--- config.mk ---
export PLATFORM = sky130hd
export DESIGN_NAME = kbd_cmd_seq
export DESIGN_NICKNAME = d
export VERILOG_FILES = /design/src/rtl/kbd_cmd_seq.sv
export SDC_FILE = /design/constraint.sdc
export NUM_CORES = 1
export LEC_CHECK = 0
export ABC_AREA = 1
export BUFFER_PORTS_ARGS = -buffer_cell sky130_fd_sc_hd__buf_2
export CAP_MARGIN = 20
export CORE_ASPECT_RATIO = 1.2
export CORE_MARGIN = 2
export CORE_UTILIZATION = 40
export DETAILED_ROUTE_END_ITERATION = 8
export PLACE_DENSITY_LB_ADDON = 0.2
export SYNTH_ARGS = -nofsm -noshare
export SYNTH_HDL_FRONTEND = slang
export SYNTH_SLANG_ARGS = --single-unit
--- constraint.sdc ---
create_clock -name clk -period 6.4 [get_ports clk]
set_input_delay 0.64 -clock clk [delete_from_list [all_inputs] [get_ports clk]]
set_output_delay 0.64 -clock clk [all_outputs]
set_load 0.01 [all_outputs]
--- src/rtl/kbd_cmd_seq.sv ---
// rtl/kbd_cmd_seq.sv - keyboard bring-up/LED command sequencer with scan-code queue
// Optional KBD_SCAN_FIFO_EN: FIFO_DEPTH-entry scan queue instead of a single holding register.
module kbd_cmd_seq #(
   parameter int TIMEOUT_CYCLES = 2000000,
   parameter int MAX_RETRY      = 3,
   parameter int FIFO_DEPTH     = 8
) (
   input  logic       clk,
   input  logic       rst,
   output logic [7:0] ps2_tx_data,
   output logic       ps2_write,
   input  logic [7:0] ps2_rx_data,
   input  logic       ps2_read,
   input  logic       ps2_busy,
   input  logic       ps2_err,
   input  logic       led_req,
   input  logic [2:0] led_val,
   output logic       led_ack,
   output logic       kbd_int,
   input  logic       kbd_int_ack,
   output logic [7:0] kbd_data,
   output logic       ready,
   output logic       init_err,
   output logic       overflow
);

   localparam int TW = $clog2(TIMEOUT_CYCLES);
   localparam int RW = $clog2(MAX_RETRY + 1);
   localparam int CW = $clog2(FIFO_DEPTH) + 1;

   typedef enum logic [2:0] {S_INIT, S_TX, S_WACK, S_WBAT, S_RUN, S_FAIL} state_t;
   typedef enum logic [1:0] {ST_RESET, ST_ENABLE, ST_LEDCMD, ST_LEDARG} step_t;

   state_t          state, state_nxt;
   step_t           step, step_nxt;
   logic [7:0]      cmd, cmd_nxt;
   logic [RW-1:0]   retry, retry_nxt;
   logic [TW-1:0]   timer, timer_nxt;
   logic [2:0]      led_latch, led_latch_nxt;
   logic            write_nxt, led_ack_nxt;
   logic            resend, push, push_ok, pop, timed_out;
   logic [CW-1:0]   q_count;
   logic            q_full;

   assign timed_out = (timer == TW'(TIMEOUT_CYCLES - 1));

   always_comb begin
      state_nxt     = state;
      step_nxt      = step;
      cmd_nxt       = cmd;
      retry_nxt     = retry;
      timer_nxt     = timer;
      led_latch_nxt = led_latch;
      write_nxt     = 1'b0;
      led_ack_nxt   = 1'b0;
      resend        = 1'b0;
      push          = 1'b0;
      case (state)
         S_INIT: begin
            cmd_nxt   = 8'hFF;
            step_nxt  = ST_RESET;
            retry_nxt = '0;
            state_nxt = S_TX;
         end
         S_TX: begin
            if (!ps2_busy) begin
               write_nxt = 1'b1;
               timer_nxt = '0;
               state_nxt = S_WACK;
            end
         end
         S_WACK: begin
            timer_nxt = timer + 1'b1;
            if (ps2_err) begin
               resend = 1'b1;
            end else if (ps2_read) begin
               if (ps2_rx_data == 8'hFA) begin
                  retry_nxt = '0;
                  case (step)
                     ST_RESET: begin
                        timer_nxt = '0;
                        state_nxt = S_WBAT;
                     end
                     ST_ENABLE: state_nxt = S_RUN;
                     ST_LEDCMD: begin
                        cmd_nxt   = {5'b0, led_latch};
                        step_nxt  = ST_LEDARG;
                        state_nxt = S_TX;
                     end
                     default: begin
                        led_ack_nxt = 1'b1;
                        state_nxt   = S_RUN;
                     end
                  endcase
               end else if (ps2_rx_data == 8'hFE) begin
                  resend = 1'b1;
               end else begin
                  // stray bytes only count as keystrokes once the keyboard is up
                  push = (step == ST_LEDCMD) || (step == ST_LEDARG);
               end
            end else if (timed_out) begin
               resend = 1'b1;
            end
         end
         S_WBAT: begin
            timer_nxt = timer + 1'b1;
            if (ps2_read && ps2_rx_data == 8'hAA) begin
               retry_nxt = '0;
               cmd_nxt   = 8'hF4;
               step_nxt  = ST_ENABLE;
               state_nxt = S_TX;
            end else if ((ps2_read && ps2_rx_data == 8'hFC) || timed_out) begin
               resend = 1'b1;
            end
         end
         S_RUN: begin
            push = ps2_read;
            if (led_req && !led_ack) begin
               led_latch_nxt = led_val;
               cmd_nxt       = 8'hED;
               step_nxt      = ST_LEDCMD;
               state_nxt     = S_TX;
            end
         end
         default: ;
      endcase
      // a failed BAT re-sends 0xFF, which is still held in cmd
      if (resend) begin
         if (retry == RW'(MAX_RETRY)) begin
            state_nxt = S_FAIL;
         end else begin
            retry_nxt = retry + 1'b1;
            state_nxt = S_TX;
         end
      end
   end

   always_ff @(posedge clk) begin
      if (rst) begin
         state       <= S_INIT;
         step        <= ST_RESET;
         cmd         <= 8'h00;
         retry       <= '0;
         timer       <= '0;
         led_latch   <= 3'b000;
         ps2_write   <= 1'b0;
         ps2_tx_data <= 8'h00;
         led_ack     <= 1'b0;
      end else begin
         state     <= state_nxt;
         step      <= step_nxt;
         cmd       <= cmd_nxt;
         retry     <= retry_nxt;
         timer     <= timer_nxt;
         led_latch <= led_latch_nxt;
         ps2_write <= write_nxt;
         led_ack   <= led_ack_nxt;
         if (write_nxt) begin
            ps2_tx_data <= cmd;
         end
      end
   end

   assign ready    = (state == S_RUN);
   assign init_err = (state == S_FAIL);
   assign kbd_int  = (q_count != '0);
   assign pop      = kbd_int && kbd_int_ack && (state != S_FAIL);
   assign push_ok  = push && (!q_full || pop);

   always_ff @(posedge clk) begin
      if (rst) begin
         q_count  <= '0;
         overflow <= 1'b0;
      end else begin
         if (push && !push_ok) begin
            overflow <= 1'b1;
         end
         case ({push_ok, pop})
            2'b10:   q_count <= q_count + 1'b1;
            2'b01:   q_count <= q_count - 1'b1;
            default: ;
         endcase
      end
   end

`ifdef KBD_SCAN_FIFO_EN
   localparam int AW = $clog2(FIFO_DEPTH);

   logic [7:0]    mem [FIFO_DEPTH];
   logic [AW-1:0] wr_ptr, rd_ptr;

   always_ff @(posedge clk) begin
      if (rst) begin
         wr_ptr <= '0;
         rd_ptr <= '0;
      end else begin
         if (push_ok) begin
            wr_ptr <= wr_ptr + 1'b1;
         end
         if (pop) begin
            rd_ptr <= rd_ptr + 1'b1;
         end
      end
   end

   always_ff @(posedge clk) begin
      if (push_ok) begin
         mem[wr_ptr] <= ps2_rx_data;
      end
   end

   assign q_full   = (q_count == CW'(FIFO_DEPTH));
   assign kbd_data = kbd_int ? mem[rd_ptr] : 8'h00;
`else
   logic [7:0] hold;

   always_ff @(posedge clk) begin
      if (rst) begin
         hold <= 8'h00;
      end else if (push_ok) begin
         hold <= ps2_rx_data;
      end
   end

   assign q_full   = (q_count != '0);
   assign kbd_data = hold;
`endif

endmodule
# Word level (Yosys, flattened, before mapping)
# Index checks and enable logic that the tools add are counted.
# W data, S select, Z words.
# word_totals
romBits	0
word_cells	129
latchBits	0
regBits	62
mem_bits_rw	0
n_memories	0
# classes
shift	0
n_bitwise	3
n_eq_ne	30
n_mux	54
div	0
n_reduce_logical	26
multipliers	0
addsub	4
n_lt_le_gt_ge	0
# op_table
operator	count
$mux W21	5
$pmux W21 S3	1
$mux W8	6
$eq A8 B8 Y1 const B	4
$pmux W8 S4	1
$mux W2	12
$mux W3	8
$add A21 B1 Y21 const B	1
$eq A21 B21 Y1 const B	1
$ne A3 B3 Y1 const B	6
$pmux W3 S5	1
$mux W1	14
$reduce_and A7 Y1	2
$ne A2 B2 Y1 const B	6
$eq A2 B2 Y1 const B	4
$pmux W2 S4	1
$pmux W4 S2	1
$reduce_bool A4 Y1	2
$logic_and A1 B1 Y1	7
$eq A3 B2 Y1 const B	2
$eq A3 B3 Y1 const B	2
$pmux W2 S3	1
$pmux W3 S2	1
$reduce_bool A6 Y1	1
other kinds (18)	27

# Longest topological paths before layout
# logic_depth
ltp_word	10
ltp_mapped	15
depth_no_buf	15

# Least setup slack after synthesis
# Ideal clock, no wire load.
# synth_timing
path_type	input to register
from	input port ps2_rx_data[5]
to	register q_count[3]
required_time_ns	6.330
stages	14
setup_slack_ns	3.745
setup_ns	0.070
path_buffers	0
t_arrival_ns	2.584
cell_sequence	nand2_1 > nor2_1 > nand2_1 > nand2_1 > o22ai_2 > nand2_2 > ha_1 > ha_1 > nand2_1 > nor2_1 > a211oi_1 > xor2_1 > nand2_1 > a21oi_1
# synth_between
elab_chain_len	9
# synth_rtl
item	line_no	source
start: declaration	12	input logic [7:0] ps2_rx_data,
$eq A8 B8 Y1	95	end else if (ps2_rx_data == 8'hFE) begin
$mux W1	95	
$mux W1 *	77	if (ps2_rx_data == 8'hFA) begin
$mux W1 *	76	end else if (ps2_read) begin
$mux W1 *	74	if (ps2_err) begin
$pmux W1 S2 *	58	case (state)
$logic_and A1 B1 Y1 *	168	assign push_ok = push && (!q_full || pop);
$eq A2 B1 Y1 / $eq A2 B2 Y1 (equally long branches)	178	case ({push_ok, pop})
$pmux W4 S2 / $reduce_bool A2 Y1 (equally long branches)	n/a	
end signal: assignment	179	2'b10: q_count <= q_count + 1'b1;
end signal: assignment	180	2'b01: q_count <= q_count - 1'b1;
end: declaration	42	logic [CW-1:0] q_count;
# Every way passes the cells marked *; elsewhere a longest branch is shown, timed or not.
# A chain may end at the register's enable or synchronous reset.

# Worst setup path in the final report
# layout_timing
from	register state[2]
to	register q_count[3]
# layout_between
elab_chain_len	6
# layout_rtl
item	line_no	source
start: declaration	34	state_t state, state_nxt;
start signal: assignment	150	state <= state_nxt;
parallel branches: the longest is 6 deep, another holds $pmux W4 S2	n/a	
# Several ways; the timed one is not identified.

==> results.md <==
* Ys Warns at 0
* CTS-repair resized insts at 0
* Mean Syn Cell Area at 6.73 µm²
* Avg WL per Cell at 12.3 µm
* Commonest non-fill, non-tap cell in the layout: nand2_1
* Fin cells at 586
* Count of cell types in the netlist at 32
* TNS Setup at 0 ns
* Switching power total at 0.532 mW
* Largest fanout on the critical path at 10
* DR pass1 iterations at 4
* Fin nets at 517
* Crit-path slowest cell: o22ai_2
* Commonest cells after routing, fill and taps aside: nand2_1 (101), nor2_1 (69), dfxtp_1 (58)
* CTS Sinks at 58
* Die Area at 0.00832 mm²
* Seq cells post-synth at 58
* Final setup skew at 0.00934 ns
* Num CTS Buffers at 9
* Run status: complete, no violations
* Largest net degree at the start of global routing at 27
* Pre-CTS WS at 3.34 ns
* Antenna-violating nets left at 0
* Power per standard cell area at 367 mW/mm²
* Synth Area in Adders at 2.71%
* Max cap viols at 0
* Reg power frac at 37.1%
* Net Count, Synth at 476
* Post-synthesis compound-gate area fraction at 12.9%
* CTS clock-pin slew for the worst setup and hold paths at 0.07 ns
* Worst reg-to-reg path cell count at 14
* WL final at 7.19 mm
* Vias in the first global route at 2785
* Final hold vios at 0
* Unrepaired setup endpoints after global routing: no
* Worst r2r dst: q_count[3]
* Worst slew margin at 51.6%
* Initial antenna violation count at 0
* Worst-Skew Late Latency at 0.35 ns
* Dpl cells at 572
* Largest family of logic cells by synthesized area: simple AND/OR/NAND/NOR gates
* Vias after detailed routing at 2938
* Initial core utilization at 41.6%
* Crit-path cells: inv_2, nand2_4, nor2_4, nand2_1, o22ai_2, nand2_2, ha_1, ha_1, nand2_1, nor2_1, a211oi_1, xor2_1, nand2_1, a21oi_1
* Fill cell count at 772
* First-pass GRT wire length at 12.3 mm
* Slew Limit Fails at 0
* Die X-Extent at 83.6 µm
* Clk pwr share at 22.7%
* Hold_buf cts at 0
* Leak at 1.55 nW
* Syn Std Cell Area at 0.00304 mm²
* Clk root buf: clkbuf_8
* Core footprint at 0.00732 mm²
* Critical Path Max Stage Delay at 0.36 ns
* Critical Path Sink Type: flop
* Die H at 99.5 µm
* Tcrit/Tclk final at 44.0%
* Hold WC Path Type: flop to flop
* Setup Fix Bufs, Post-CTS at 0
* Ant diodes at 0
* CTS tree: yes
* Share of cells above drive strength 1 at 14.9%
* CP dominant cell by count: nand2_1
* Switching Fraction at 42.0%
* Hold Path Depth at 2
* Simple-Gate Fraction of Synth Area at 35.0%
* P&R area growth vs syn at 13.2%
* H-Tree Depth at 3
* Final WS setup at 3.59 ns
* Capture point of the worst path: q_count[3]
* Final setup fails at 0
* R2r setup slk at 3.59 ns
* Sequential share of the synthesized area at 38.2%
* Cell count after synthesis at 452
* Setup crit start kind: flop
* XOR/XNOR share of the synthesized area at 1.73%
* Port bufs at 39
* Mux share of post-synthesis cell area at 0%
* Worst Tran Pin Value at 0.726 ns
* Critical path class: flop to flop
* Maximum vdd drop at 0.000216 V
* Iteration-0 DRC Markers at 98
* DRC at 0
* CP startpoint: state[2]
* Clock buffer depth at 2
* Site Rows at 34
* Arrival time worst endpoint at 3.09 ns
* DP Wirelength at 5.42 mm
* Overall Global Routing Usage at 18.3%
* Grt ovf at 0
* Gpl congestion at 0.871
* Pint at 0.733 mW
* Achievable frequency at 355 MHz
* Crit Reg-Reg Startpoint: state[2]
* Drt via density at 5.01
* Final Power at 1.27 mW
* # IOs at 40
* Combinational power share at 40.1%
* Crit path time final at 2.81 ns
* Critical path data required time at 6.68 ns
## cell families after synthesis
family	Yosys count
AND/OR/NAND/NOR	241
buffers and inverters	70
XOR/XNOR	6
flip-flops	58
adder cells (fa/ha/maj)	6
AO/OA/AOI/OAI	71
## worst max-delay path: cells and delay by family, from the launching register on
| family | cells | cell delay [ns] |
|---|---|---|
| AOI/OAI and AO/OA | 3 | 0.68 |
| xor gates and xnor gates | 1 | 0.17 |
| adders and majority gates | 2 | 0.64 |
| buffers and inverters | 1 | 0.16 |
| DFF | 1 | 0.35 |
| and+or+nand+nor | 7 | 0.73 |
## registers in the layout, indices dropped and copies added (netlist names), 3 cells and up
name	cells
kbd_data	8
timer	21
q_count	4
state	3
cmd	6
led_latch	3
ps2_tx_data	6
## metal layers
layer  GRT usage, %  routed length (µm)  part of all wire, %  vias to the layer above
li1               -                   -                    -                     1532
met1           21.3                3230                   45                     1349
met2           31.6                3540                   49                       47
met3           5.48                 311                  4.3                       10
met4           6.95                 104                  1.4                        0
met5              0                   0                    0                        -
## power by group through the flow
stage / clock network (mW) / logic (mW) / registers [mW]
after floorplan: 0 / 0.400 / 0.475
after global placement: 0 / 0.504 / 0.477
after detailed placement: 0 / 0.511 / 0.477
after CTS: 0.294 / 0.513 / 0.470
after global routing: 0.307 / 0.582 / 0.478
final: 0.287 / 0.508 / 0.470
## cell usage after synthesis (all sizes together)
cell type,count,area share (%)
ha,5,2.1
a211oi,3,0.74
nand2,109,14
o21ai,30,5.4
nand4,4,0.82
dfxtp,58,38
nand3,31,5.1
xor2,4,1.2
nor2,75,10
nor3,16,3.0
o22ai,1,0.41
xnor2,2,0.58
nor4,3,0.62
buf,5,1.4
a21oi,32,5.3
a31oi,4,0.82
inv,61,7.5
o21a,1,0.25
and3,2,0.41
clkbuf,4,0.49
nor3b,1,0.62
fa,1,0.66
## metrics by stage
stage | area, µm² | util (%) | hold WS [ns]
floorplan | 3040 | - | 0.427
global placement | 3290 | 45.0 | 0.438
detailed placement | 3290 | 45.0 | 0.445
CTS | 3440 | 47.1 | 0.454
global route | 3440 | 47.1 | 0.482
finish | 3440 | 47.1 | 0.453
## area by class of cell
| cell class | instances | area (µm²) | area share, % |
|---|---|---|---|
| inverter | 61 | 229 | 6.65 |
| timing repair buffer | 39 | 195 | 5.67 |
| sequential | 58 | 1160 | 33.7 |
| tap | 90 | 113 | 3.27 |
| clock buffer | 14 | 153 | 4.43 |
| multi-input combinational | 324 | 1590 | 46.3 |
## worst min-delay path by stage
stage | start | endpoint
finish | cmd[6] | ps2_tx_data[6]
global route | cmd[3] | cmd[3]
CTS | cmd[3] | cmd[3]
detailed placement | cmd[3] | cmd[3]
global placement | cmd[3] | cmd[3]
floorplan | cmd[3] | cmd[3]
No activity file was read; power rests on OpenSTA's default activity.
